`config.mk`:
```
export PLATFORM = sky130hd
export DESIGN_NAME = prog_loader_flat
export DESIGN_NICKNAME = d
export VERILOG_FILES = /design/src/rtl/prog_loader_if.sv /design/src/rtl/prog_loader.sv /design/src/flat_wrapper.sv
export SDC_FILE = /design/constraint.sdc
export NUM_CORES = 1
export LEC_CHECK = 0
export ABC_AREA = 1
export CORE_AREA = 4 4 155 82
export DETAILED_ROUTE_END_ITERATION = 6
export DIE_AREA = 0 0 159 86
export GPL_TIMING_DRIVEN = 0
export HOLD_SLACK_MARGIN = 0.06
export SLEW_MARGIN = 20
export SYNTH_ARGS = -nofsm -noshare
export SYNTH_HDL_FRONTEND = slang
export SYNTH_SLANG_ARGS = --single-unit
```
`constraint.sdc`:
```
create_clock -name clk -period 3.1 [get_ports clk]
set_input_delay 0.62 -clock clk [delete_from_list [all_inputs] [get_ports clk]]
set_output_delay 0.62 -clock clk [all_outputs]
set_load 0.005 [all_outputs]
```
`src/rtl/prog_loader_if.sv`:
```
// rtl/prog_loader_if.sv - serial input and BRAM write/status bundle of the program loader
interface prog_loader_if;
    logic        rxd;
    logic [10:0] ram_addr;
    logic [7:0]  ram_data;
    logic        ram_we;
    logic        cpu_hold;
    logic        load_done;
    logic        load_err;

    modport master (
        input  rxd,
        output ram_addr, ram_data, ram_we, cpu_hold, load_done, load_err
    );

    modport slave (
        output rxd,
        input  ram_addr, ram_data, ram_we, cpu_hold, load_done, load_err
    );
endinterface

```
`src/rtl/prog_loader.sv`:
```
// rtl/prog_loader.sv - 8N1 UART receiver feeding a framed, checksummed program image into BRAM port B
module prog_loader #(
    parameter int          CLK_HZ    = 50_000_000,
    parameter int          BAUD      = 115200,
    parameter logic [10:0] LOAD_BASE = 11'd0
) (
    input  logic          clk,
    input  logic          rst,
    prog_loader_if.master bus
);
    localparam int CPB  = CLK_HZ / BAUD;
    localparam int HALF = CPB / 2;
    localparam int CW   = $clog2(CPB + 1);

    typedef enum logic [1:0] {IDLE, START, DATA, STOP}       rx_state_t;
    typedef enum logic [1:0] {F_HDR, F_LEN, F_DATA, F_SUM}   fr_state_t;

    // rxd_d is only an edge-detect delay behind the two-stage synchronizer
    logic rxd_s1, rxd_s2, rxd_d;
    logic fall;

    always_ff @(posedge clk or posedge rst) begin
        if (rst) begin
            rxd_s1 <= 1'b1;
            rxd_s2 <= 1'b1;
            rxd_d  <= 1'b1;
        end else begin
            rxd_s1 <= bus.rxd;
            rxd_s2 <= rxd_s1;
            rxd_d  <= rxd_s2;
        end
    end

    assign fall = rxd_d & ~rxd_s2;

    rx_state_t       rx_state, rx_next;
    logic [CW-1:0]   cnt;
    logic [2:0]      bit_idx;
    logic [7:0]      shreg;
    logic            tick;
    logic            rx_valid, rx_ferr;

    always_ff @(posedge clk or posedge rst) begin
        if (rst) rx_state <= IDLE;
        else     rx_state <= rx_next;
    end

    always_comb begin
        tick = 1'b0;
        case (rx_state)
            START:      tick = (cnt == CW'(HALF - 1));
            DATA, STOP: tick = (cnt == CW'(CPB - 1));
            default:    tick = 1'b0;
        endcase
    end

    always_comb begin
        rx_next = rx_state;
        case (rx_state)
            IDLE:  if (fall) rx_next = START;
            START: if (tick) rx_next = rxd_s2 ? IDLE : DATA;
            DATA:  if (tick && bit_idx == 3'd7) rx_next = STOP;
            STOP:  if (tick) rx_next = IDLE;
            default: rx_next = IDLE;
        endcase
    end

    always_comb begin
        rx_valid = 1'b0;
        rx_ferr  = 1'b0;
        if (rx_state == STOP && tick) begin
            rx_valid = rxd_s2;
            rx_ferr  = ~rxd_s2;
        end
    end

    always_ff @(posedge clk or posedge rst) begin
        if (rst) begin
            cnt     <= '0;
            bit_idx <= 3'd0;
            shreg   <= 8'h00;
        end else begin
            if (rx_state == IDLE || tick) cnt <= '0;
            else                          cnt <= cnt + CW'(1);
            if (rx_state != DATA)         bit_idx <= 3'd0;
            else if (tick)                bit_idx <= bit_idx + 3'd1;
            if (rx_state == DATA && tick) shreg <= {rxd_s2, shreg[7:1]};
        end
    end

    fr_state_t   fr_state, fr_next;
    logic [8:0]  index, len;
    logic [7:0]  sum;
    logic        last;
    logic [10:0] ram_addr_q, ram_addr_n;
    logic [7:0]  ram_data_q, ram_data_n;
    logic        ram_we_q, ram_we_n;
    logic        cpu_hold_q, cpu_hold_n;
    logic        load_done_q, load_done_n;
    logic        load_err_q, load_err_n;

    assign last = (index + 9'd1 == len);

    always_ff @(posedge clk or posedge rst) begin
        if (rst) fr_state <= F_HDR;
        else     fr_state <= fr_next;
    end

    always_comb begin
        fr_next = fr_state;
        case (fr_state)
            F_HDR:  if (rx_valid && shreg == 8'hA5) fr_next = F_LEN;
            F_LEN:  if (rx_valid) fr_next = F_DATA;
                    else if (rx_ferr) fr_next = F_HDR;
            F_DATA: if (rx_valid && last) fr_next = F_SUM;
                    else if (rx_ferr) fr_next = F_HDR;
            F_SUM:  if (rx_valid || rx_ferr) fr_next = F_HDR;
            default: fr_next = F_HDR;
        endcase
    end

    // Next values of the registered outputs; everything lands one cycle after rx_valid
    always_comb begin
        ram_addr_n  = ram_addr_q;
        ram_data_n  = ram_data_q;
        ram_we_n    = 1'b0;
        cpu_hold_n  = cpu_hold_q;
        load_done_n = 1'b0;
        load_err_n  = load_err_q;
        if (fr_state == F_HDR) begin
            if (rx_valid && shreg == 8'hA5) begin
                cpu_hold_n = 1'b1;
                load_err_n = 1'b0;
            end
        end else if (rx_ferr) begin
            cpu_hold_n = 1'b0;
            load_err_n = 1'b1;
        end else if (rx_valid) begin
            if (fr_state == F_DATA) begin
                ram_addr_n = LOAD_BASE + {2'b00, index};
                ram_data_n = shreg;
                ram_we_n   = 1'b1;
            end else if (fr_state == F_SUM) begin
                cpu_hold_n = 1'b0;
                if (shreg == sum) load_done_n = 1'b1;
                else              load_err_n  = 1'b1;
            end
        end
    end

    always_ff @(posedge clk or posedge rst) begin
        if (rst) begin
            ram_addr_q  <= 11'd0;
            ram_data_q  <= 8'h00;
            ram_we_q    <= 1'b0;
            cpu_hold_q  <= 1'b0;
            load_done_q <= 1'b0;
            load_err_q  <= 1'b0;
            index       <= 9'd0;
            len         <= 9'd0;
            sum         <= 8'h00;
        end else begin
            ram_addr_q  <= ram_addr_n;
            ram_data_q  <= ram_data_n;
            ram_we_q    <= ram_we_n;
            cpu_hold_q  <= cpu_hold_n;
            load_done_q <= load_done_n;
            load_err_q  <= load_err_n;
            if (rx_valid) begin
                if (fr_state == F_HDR && shreg == 8'hA5) begin
                    index <= 9'd0;
                    sum   <= 8'h00;
                end else if (fr_state == F_LEN) begin
                    len <= (shreg == 8'h00) ? 9'd256 : {1'b0, shreg};
                end else if (fr_state == F_DATA) begin
                    index <= index + 9'd1;
                    sum   <= sum + shreg;
                end
            end
        end
    end

    assign bus.ram_addr  = ram_addr_q;
    assign bus.ram_data  = ram_data_q;
    assign bus.ram_we    = ram_we_q;
    assign bus.cpu_hold  = cpu_hold_q;
    assign bus.load_done = load_done_q;
    assign bus.load_err  = load_err_q;
endmodule
```
`src/flat_wrapper.sv`:
```
// flat-port wrapper written by rule: the top's interface ports become plain ports
module prog_loader_flat 
#(
    parameter int          CLK_HZ    = 50_000_000,
    parameter int          BAUD      = 115200,
    parameter logic [10:0] LOAD_BASE = 11'd0
)
  (clk, rst, bus_rxd, bus_ram_addr, bus_ram_data, bus_ram_we, bus_cpu_hold, bus_load_done, bus_load_err);
  prog_loader_if bus_i ();
  input  logic clk;
  input  logic rst;
  input wire logic [$bits(bus_i.rxd)-1:0] bus_rxd;
  output wire logic [$bits(bus_i.ram_addr)-1:0] bus_ram_addr;
  output wire logic [$bits(bus_i.ram_data)-1:0] bus_ram_data;
  output wire logic [$bits(bus_i.ram_we)-1:0] bus_ram_we;
  output wire logic [$bits(bus_i.cpu_hold)-1:0] bus_cpu_hold;
  output wire logic [$bits(bus_i.load_done)-1:0] bus_load_done;
  output wire logic [$bits(bus_i.load_err)-1:0] bus_load_err;
  assign bus_i.rxd = bus_rxd;
  assign bus_ram_addr = bus_i.ram_addr;
  assign bus_ram_data = bus_i.ram_data;
  assign bus_ram_we = bus_i.ram_we;
  assign bus_cpu_hold = bus_i.cpu_hold;
  assign bus_load_done = bus_i.load_done;
  assign bus_load_err = bus_i.load_err;
  prog_loader #(.CLK_HZ(CLK_HZ), .BAUD(BAUD), .LOAD_BASE(LOAD_BASE)) u_core (.clk(clk), .rst(rst), .bus(bus_i));
endmodule
```
==> results.ini <==
[clocking]
clkSlewWorstSetupHoldPaths_ns=0.06
post_cts_resized=0
clk_latency_ns=0.35
htreeDepth=3
cts_inserted_buffers=9
cts_setup_buffers=0
clockBufferDepth=2
cts_tree=built
cts_hold_buf=0
cts_root_buf=clkbuf_16
clock-sinks=74

[min_path]
hold_class=register to register
whs_path_depth=0

[timing]
slew_violations=0
rsz0062_at_grt=no
maxSlewHeadroom_pct=56.6
final_hold_viol_count=0
max_freq_mhz=450
skew_ns=0.0101
finalCritPeriodShare_pct=71.6
setup_viol=0
post-route-min-period_ns=2.22
worst_hold_slack_ns=0.355
worst_pin_slew_ns=0.647

[placed_design]
hpwl_mm=7.33
gp_congestion=0.890
portBuffers=23
dp_cells=649

[setup_path]
crit_path_max_fanout=10
cp.arrival_ns=2.48
end_kind=register
crit_type=register to register
required_ns=3.36
reg2reg_depth=10
critPathLaunchType=register

[die]
die_area_um2=13700
die_h_um=86
num_rows=28
initial_core_util_pct=34.3
die_w_um=159
pin_count=26
core_um2=11500

[cells_and_area]
stdcell_count=665
num-fill-cells=1145
nets=530
multi_input_area_um2=1800
area_growth_pct=19.0
antenna_cells=0
drive_gt1_share_pct=9.51
ff_latch_area_um2=1860

[run_status]
outcome=finished, final reports clean

[synth]
yosys.area.top_type_share_pct=45.2
syn_inst=474
synth-async-reset-ratio_pct=100
yosysUniqueCellTypes=40
syn_avg_cell_area_um2=8.29
ys.flop_type=dfrtp_1
ys_ff_latch=74
syn_area_um2=3930
ys_warn_count=0
ys_seq_area_share_pct=47.2
synth_enable_flop_cells=0
synth_area_leader_cell=dfrtp_1
ys_top_cells_by_area=dfrtp_1 45%, nand2_1 13%, ha_1 5.1%, inv_1 4.9%, nand3_1 4.2%

[grt]
grt_max_degree=39
antenna_found_initial=0
grt_pass1_vias=3173
grt_pass1_wl_mm=16.5
track_usage_pct=15.3
grt.overflow.total=0

[route]
ant_nets=0
drc_errors=0
wl_mm=9.80
drt_iter0_markers=231
drt-vias-per-instance=4.91
drt_pass1_iterations=5
vias=3265
wl_per_cell_um=14.7

[flow_run]
maxCapViolations=0

[power_and_ir_drop]
p_seq_share_pct=44.8
p_leak_nw=2.21
p_per_area_nw_per_um2=486
switching_share_pct=26.0
power.switching_w=0.000591
clockPowerShare_pct=47.1
comb_power_share_pct=8.0
vdd_drop_max_uv=283
power.internal_w=0.00168

-- sequential cells by signal, summed over array words and instances (netlist names), 2 cells and up, named ones only --
register	count
u_core.shreg	8
u_core.sum	8
u_core.len	9
u_core.bus.ram_addr	9
u_core.fr_state	2
u_core.index	9
u_core.bus.ram_data	8
u_core.cnt	9
u_core.bit_idx	3
-- final timing paths --
| kind | from | slack (ns) | to |
|---|---|---|---|
| min in group asynchronous | rst | 0.67 | u_core.bus.ram_data[3] |
| setup reg to reg | u_core.shreg[6] | 0.88 | u_core.index[5] |
| max in group asynchronous | rst | 1.78 | u_core.rxd_d |
| hold / removal | u_core.rxd_s1 | 0.36 | u_core.rxd_s2 |
| hold reg to reg | u_core.rxd_s1 | 0.36 | u_core.rxd_s2 |
| setup / recovery | u_core.shreg[6] | 0.88 | u_core.index[5] |
-- metrics by stage --
step	power [W]	util, %	area (µm²)	setup WS [ns]	setup TNS, ns
after floorplan	0.00118	-	3940	0.603	0
after global placement	0.00121	38.0	4350	-0.704	-49.45
after detailed placement	0.00122	38.2	4380	0.991	0
after CTS	0.00230	40.8	4680	0.936	0
after global routing	0.00237	40.8	4680	0.787	0
final	0.00227	40.8	4680	0.880	0
-- cell families (layout without fill, tap and decap cells) --
kind of cell / after synthesis / after routing / synth area share (%)
other: 1 / 2 / 0.0954
AOI/OAI and AO/OA: 74 / 74 / 10.7
xor gates and xnor gates: 8 / 8 / 1.78
buffers and inverters: 66 / 106 / 7.16
DFF: 74 / 74 / 47.2
adders and majority gates: 17 / 17 / 5.60
and+or+nand+nor: 233 / 233 / 27.2
muxes: 1 / 1 / 0.286
-- cells in the final DEF (no fill, tap or decap), drive strengths merged --
master and n:
fa 1, conb 2, clkinvlp 2, buf 12, dfstp 3, o31ai 3, dfrtp 71, and2 1
o21bai 2, nand3 35, bufinv 1, nor3 4, clkinv 4, o32ai 1, clkdlybuf4s50 23, xnor2 3
nor2 39, mux2 1, nor3b 4, o21ai 49, a22o 6, inv 55, ha 16, nand2 135
a21oi 12, o211ai 1, nand4 11, xor2 5, clkbuf 9, nand3b 4
-- cell type report --
| class | count | share of cell area (%) |
|---|---|---|
| flip-flops and latches | 74 | 39.7 |
| multi-input cells | 335 | 38.4 |
| repair buffers | 24 | 5.35 |
| clock buffers | 9 | 4.81 |
| inverters | 55 | 4.47 |
| well taps | 150 | 4.01 |
| clock inverters | 7 | 1.68 |
| plain buffers | 11 | 1.60 |
-- critical path, cell delays in order (launching register included) --
cell	delay, ns
dfrtp_1	0.40
inv_1	0.19
nand4_1	0.18
nor3_2	0.25
nand2_1	0.22
o21ai_0	0.20
nand2_4	0.17
nor2_8	0.17
buf_6	0.18
nand3_1	0.08
o21ai_1	0.09
-- power by group through the flow --
stage          Sequential (W)  Combinational [W]  Clock [W]
2_1_floorplan         0.00103           0.000146          0
3_3_place_gp          0.00104           0.000176          0
3_5_place_dp          0.00104           0.000186          0
4_1_cts               0.00102           0.000184    0.00109
5_1_grt               0.00102           0.000210    0.00114
6_report              0.00102           0.000183    0.00107
-- cells in the mapped netlist (5+ instances only) --
master	instances
nand3_1	33
nand4_1	10
a22o_1	6
dfrtp_1	71
buf_2	6
nor2_1	35
xor2_1	5
ha_1	16
o21ai_1	17
nand2_1	132
a21oi_1	11
inv_1	51
o21ai_0	32
-- per-layer routing --
metal  share of wire [%]  up-vias  GRT usage (%)  wire [µm]
li1                    -     1623              -          -
met1                  57     1526           23.9       5590
met2                  35      105           19.9       3460
met3                 6.8       11           4.80        670
met4                0.84        0           4.02         82
met5                   0        -              0          0
No activity file was read; power rests on OpenSTA's default activity.
